$ cat src/rtl/seq_div.sv
// ============================================================================
// Module      : seq_div
// Description : Multi-cycle unsigned restoring divider (DW-bit dividend,
//               VW-bit divisor), one quotient bit per clock, MSB first.
//               Optional divide-by-zero flag port dz under SEQ_DIV_DZ_FLAG_EN.
// Revision    : 1.0 - initial release
// ============================================================================
`default_nettype none

module seq_div #(
    parameter int DW = 11,
    parameter int VW = 8
) (
    input  logic          clk,
    input  logic          rst,
    input  logic [DW-1:0] dividend,
    input  logic [VW-1:0] divisor,
    input  logic          start,
    output logic          valid,
    output logic [DW-1:0] quotient,
    output logic [VW-1:0] remainder
`ifdef SEQ_DIV_DZ_FLAG_EN
    ,
    output logic          dz
`endif
);

    localparam int CW = $clog2(DW + 1);

    typedef enum logic [0:0] {
        S_IDLE = 1'b0,
        S_BUSY = 1'b1
    } state_t;

    state_t        state_q, state_d;
    logic [DW-1:0] n_q, n_d;
    logic [VW-1:0] d_q, d_d;
    // Only the low VW bits of the partial remainder are ever consumed,
    // so the top bit of the (VW+1)-bit value is not stored.
    logic [VW-1:0] p_q, p_d;
    logic [CW-1:0] cnt_q, cnt_d;
    logic [DW-1:0] quo_q, quo_d;
    logic [VW-1:0] rem_q, rem_d;
    logic [VW:0]   w_trial;
    logic [VW:0]   w_diff;
    logic          w_ge;
`ifdef SEQ_DIV_DZ_FLAG_EN
    logic          dz_q, dz_d;
`endif

    assign w_trial = {p_q, n_q[DW-1]};
    assign w_ge    = (w_trial >= {1'b0, d_q});
    assign w_diff  = w_trial - {1'b0, d_q};

    always_comb begin
        state_d = state_q;
        n_d     = n_q;
        d_d     = d_q;
        p_d     = p_q;
        cnt_d   = cnt_q;
        quo_d   = quo_q;
        rem_d   = rem_q;
`ifdef SEQ_DIV_DZ_FLAG_EN
        dz_d    = dz_q;
`endif
        case (state_q)
            S_IDLE: begin
                if (start) begin
                    state_d = S_BUSY;
                    n_d     = dividend;
                    d_d     = divisor;
                    p_d     = '0;
                    cnt_d   = CW'(DW);
                end
            end
            S_BUSY: begin
                p_d   = w_ge ? w_diff[VW-1:0] : w_trial[VW-1:0];
                n_d   = {n_q[DW-2:0], w_ge};
                cnt_d = cnt_q - CW'(1);
                if (cnt_q == CW'(1)) begin
                    state_d = S_IDLE;
                    quo_d   = n_d;
                    rem_d   = p_d;
`ifdef SEQ_DIV_DZ_FLAG_EN
                    dz_d    = (d_q == '0);
`endif
                end
            end
            default: state_d = S_IDLE;
        endcase
    end

    always_ff @(posedge clk) begin
        if (rst) begin
            state_q <= S_IDLE;
            n_q     <= '0;
            d_q     <= '0;
            p_q     <= '0;
            cnt_q   <= '0;
            quo_q   <= '0;
            rem_q   <= '0;
`ifdef SEQ_DIV_DZ_FLAG_EN
            dz_q    <= 1'b0;
`endif
        end else begin
            state_q <= state_d;
            n_q     <= n_d;
            d_q     <= d_d;
            p_q     <= p_d;
            cnt_q   <= cnt_d;
            quo_q   <= quo_d;
            rem_q   <= rem_d;
`ifdef SEQ_DIV_DZ_FLAG_EN
            dz_q    <= dz_d;
`endif
        end
    end

    assign valid     = (state_q == S_IDLE);
    assign quotient  = quo_q;
    assign remainder = rem_q;
`ifdef SEQ_DIV_DZ_FLAG_EN
    assign dz        = dz_q;
`endif

endmodule

`default_nettype wire
$ cat config.mk
export PLATFORM = sky130hd
export DESIGN_NAME = seq_div
export DESIGN_NICKNAME = d
export VERILOG_FILES = /design/src/rtl/seq_div.sv
export SDC_FILE = /design/constraint.sdc
export NUM_CORES = 1
export LEC_CHECK = 0
export ABC_CLOCK_PERIOD_IN_PS = 2250
export CAP_MARGIN = 0
export CORE_MARGIN = 2
export CORE_UTILIZATION = 48
export CTS_BUF_LIST = sky130_fd_sc_hd__clkbuf_16
export CTS_CLUSTER_DIAMETER = 150
export DETAILED_ROUTE_END_ITERATION = 8
export PLACE_DENSITY = 0.81
export SLEW_MARGIN = 20
export SYNTH_ARGS = -nofsm -noshare
export SYNTH_HDL_FRONTEND = slang
export SYNTH_SLANG_ARGS = --single-unit
$ cat constraint.sdc
create_clock -name clk -period 2.25 [get_ports clk]
set_input_delay 0.5625 -clock clk [delete_from_list [all_inputs] [get_ports clk]]
set_output_delay 0.5625 -clock clk [all_outputs]
set_load 0.02 [all_outputs]
==> reports/summary.md <==
Total non-filler cell area in the finished layout: 3320 µm². The final layout net count was 395; the ratio of final minimum period to clock period was 97.4%. Dividing the detail-routed via count by the number of cells gives 5.69. The flow ran to the end, and the final reports show no timing, DRC or antenna violations.

Combined global-route utilization of all metal layers: 23.6%. Counting flops with a built-in enable in the synthesized netlist gives 0. For the pin with the worst max-slew slack, the measured transition is 0.459 ns. For the number of pins exceeding their max-slew limit in the final report, the log shows 0.

The remaining global-route overflow was 0. The logs give 314 for the count of mapped cells out of synthesis and 39.4% for the portion of the post-synthesis area used by sequential elements. IR analysis of the VDD net gives a maximum drop of 0.404 mV. The endpoint of the worst hold-timing path was quotient[7]$_SDFFE_PP0P_. Sorting the synthesized cells by area gives the leading types as sky130_fd_sc_hd__dfxtp_1, sky130_fd_sc_hd__nor2_1, sky130_fd_sc_hd__a21oi_1. The run gives 0.00752 ns as the clock tree skew after final layout.

The share of the synthesized area in the top cell type was 39.4%. At the end of routability-driven placement, the weighted congestion stood at 0.904. The root buffer cell chosen for the clock tree is sky130_fd_sc_hd__clkbuf_16. Setup violations remaining at the end of the flow were counted as 0. The number of buffers inserted during clock tree synthesis was 5.

The number of global-route vias before repair was 2409; the post-synthesis net count was 347. Synthesis inferred 51 register bits. The area added between synthesis and finish is 28.0%, and the worst hold slack is 0.460 ns. Detailed placement ended at an HPWL of 4580 µm. STA classifies the critical path startpoint as a register. Origin of the worst min-delay path: quotient[7]$_SDFFE_PP0P_. The clock transition at the register clock pins on the worst setup and hold paths after CTS works out to 0.07 ns. The first global-routing pass estimated 11300 µm of wire. Height of the die: 77.5 µm. The ratio of total power to cell area came out at 935 nW/µm².

In this run the critical register-to-register path is captured at p_q[2]$_SDFFE_PP0P_. The logs give 0 for the number of antenna violations at the first check in global routing and 2 for the maximum number of buffers from clock root to sink. The floorplan step defined a die boundary enclosing 6000 µm². The max-slew headroom at the worst pin was 68.6%. The tightest min-delay check is of the reg -> reg type. The dominant register cell in the synthesized netlist is sky130_fd_sc_hd__dfxtp_1. The run gives 6720 µm as the total wire length after detailed routing. The detailed router finished its first iteration with 230 violations. The fmax came out at 0.456 GHz. The tools report the synthesized area as 2590 µm². The overall power after layout came out at 3.10 mW.

The hold path depth came out at 2. Along the worst path, the maximum fanout reaches 12. The critical path data arrival time was 2.38 ns. Once placement finished, the instance area stood at 3120 µm². The path depth of the worst reg2reg path works out to 7. The total area inside the core boundary comes to 5170 µm². Setup repair after global routing could not meet its margin everywhere. The tools report the pin count of the biggest net entering global routing as 30. The count of cells in the finished layout, fillers not included, comes to 433.

The number of antenna diodes in the final layout is 0. Setup slack closes at 0.0577 ns. Average detailed-routed wire length per instance: 15.5 µm.

The tree built by TritonCTS fans out to 51 sinks. Port buffering added 41 buffers. The tools report the total via count in the routed design as 2463.

The largest area contributor in the synthesized netlist was sky130_fd_sc_hd__dfxtp_1. Number of detailed-routing iterations run before antenna repair: 4. Number of top-level design ports: 42. TritonCTS built the clock tree. Prior to clock tree synthesis, the placed netlist has a worst setup slack of -0.00192 ns. Setup slack on the worst reg-to-reg path comes out at 0.06 ns. In this run the mean area of a mapped cell was 8.25 µm².

The commonest cells after synthesis are sky130_fd_sc_hd__dfxtp_1, sky130_fd_sc_hd__nor2_1, sky130_fd_sc_hd__a21oi_1, sky130_fd_sc_hd__nand2_1, sky130_fd_sc_hd__inv_1. The critical path start-end classification was reg -> reg. For the worst-skew pair, the clock arrives at the later sink with an insertion delay of 0.29 ns. Leakage dissipation: 1.26 nW. For the number of rows created at floorplan, the log shows 26. The most numerous cell in the Yosys netlist was sky130_fd_sc_hd__dfxtp_1.

Across the run, the number of max-cap violations was 0. The hold violation count in the final report was 0; the minimum clock period was 2.19 ns. The synthesized netlist contains 50 unique library cells.

Starting utilization of the core area: 50.1%. The worst setup path is captured at a register. The detail route stage leaves a number of antenna-violating nets equal to 0. The async set-or-reset flop fraction in the synthesized netlist is 0%, and the number of warnings printed during yosys synthesis is 0. After detailed routing, the number of remaining DRC violations is 0.

In this run the critical register-to-register path is launched from d_q[4]$_SDFFE_PP0P_. CTS built an H-tree with a depth of 2. Die width: 77.5 µm.

STA puts the critical path data required time at 2.44 ns. The placed instance count came out at 424. The post-route netlist has 12.4% of its cells at a drive strength greater than 1.
## routing by layer
layer	vias up	track usage, %	routed length [µm]
met4	0	9.11	177
met1	1157	29.9	2940
met2	87	39.6	3250
li1	1203	-	-
met3	16	4.53	353
met5	-	0	0
## cell type report
type | count | area [µm²]
tap | 70 | 87.6
inverter | 14 | 52.6
timing repair buffer | 62 | 563
multi-input combinational | 228 | 1440
sequential | 51 | 1020
clock buffer | 5 | 125
fill | 416 | 1860
clock inverter | 3 | 28.8
## metrics by stage
step / TNS, ns / util [%]
3_5_place_dp: -0.00192 / 60.2
4_1_cts: 0 / 63.4
2_1_floorplan: 0 / -
3_3_place_gp: 0 / 60.2
6_report: 0 / 64.1
5_1_grt: -0.00987 / 64.1
## report_power, final
group	leakage, nW	switching [mW]	total (mW)	internal [mW]
Combinational	0.770	0.716	1.26	0.549
Sequential	0.417	0.0733	1.05	0.976
Clock	0.0759	0.361	0.786	0.424
Total	1.26	1.15	3.10	1.95
## sequential cells by signal, summed over array words and instances (netlist names)
name and flops:
cnt_q 4, d_q 8, n_q 11, p_q 8, quotient 11, remainder 8, state_q 1
## worst max-delay path, stage by stage, from the launching register on
cell                      delay (ns)
sky130_fd_sc_hd__dfxtp_1        0.31
sky130_fd_sc_hd__inv_1          0.05
sky130_fd_sc_hd__ha_1           0.29
sky130_fd_sc_hd__a21oi_1        0.29
sky130_fd_sc_hd__nand2_1        0.18
sky130_fd_sc_hd__o221a_4        0.35
sky130_fd_sc_hd__or3_1          0.36
sky130_fd_sc_hd__a32o_1         0.26
## placed cells by master, fill, tap and decap left out, drive strengths merged, types with 3 or more instances in the layout
master and count:
a211oi 7, mux2i 11, a41oi 3, inv 15
or3 4, o31ai 3, and2 4, a311oi 7
nand2b 4, nand3 7, dfxtp 51, o21ai 9
o211ai 3, a21oi 34, nand2 28, ha 10
nor3 11, nor2 50, clkbuf 5, clkdlybuf4s50 40
buf 22, nand3b 4
## kinds of logic (layout without fill, tap and decap cells)
logic type      count (synthesis)  after routing  synth area share, %
compound gates                 83             83                 21.7
fa+ha+maj                      11             11                 5.60
mux                            11             11                 4.25
buf+inv                        35             84                 6.57
xor+xnor                        4              4                 1.35
simple gates                  119            119                 21.1
flops                          51             51                 39.4
## worst max-delay path by stage
| stage | slack (ns) | endpoint | cells past startpoint | start |
|---|---|---|---|---|
| 6_report | 0.06 | p_q[2]$_SDFFE_PP0P_ | 7 | d_q[4]$_SDFFE_PP0P_ |
| 3_3_place_gp | 0.04 | p_q[6]$_SDFFE_PP0P_ | 9 | n_q[10]$_SDFFE_PP0P_ |
| 4_1_cts | 0.03 | p_q[2]$_SDFFE_PP0P_ | 7 | d_q[6]$_SDFFE_PP0P_ |
| 2_1_floorplan | 0.07 | p_q[6]$_SDFFE_PP0P_ | 9 | n_q[10]$_SDFFE_PP0P_ |
| 3_5_place_dp | -0.002 | p_q[6]$_SDFFE_PP0P_ | 9 | n_q[10]$_SDFFE_PP0P_ |
| 5_1_grt | -0.008 | remainder[5]$_SDFFE_PP0P_ | 8 | d_q[6]$_SDFFE_PP0P_ |
## timing repair
item                                    4_1_cts  5_1_grt
endpoints found under the setup margin        2        8
hold buffers                                  0        0
buffers inserted                              0        1
endpoints found under the hold margin         0        0
gates resized for setup                       3        8
pin swaps                                     2        2
Note: power is estimated with default switching activity, not from simulation.
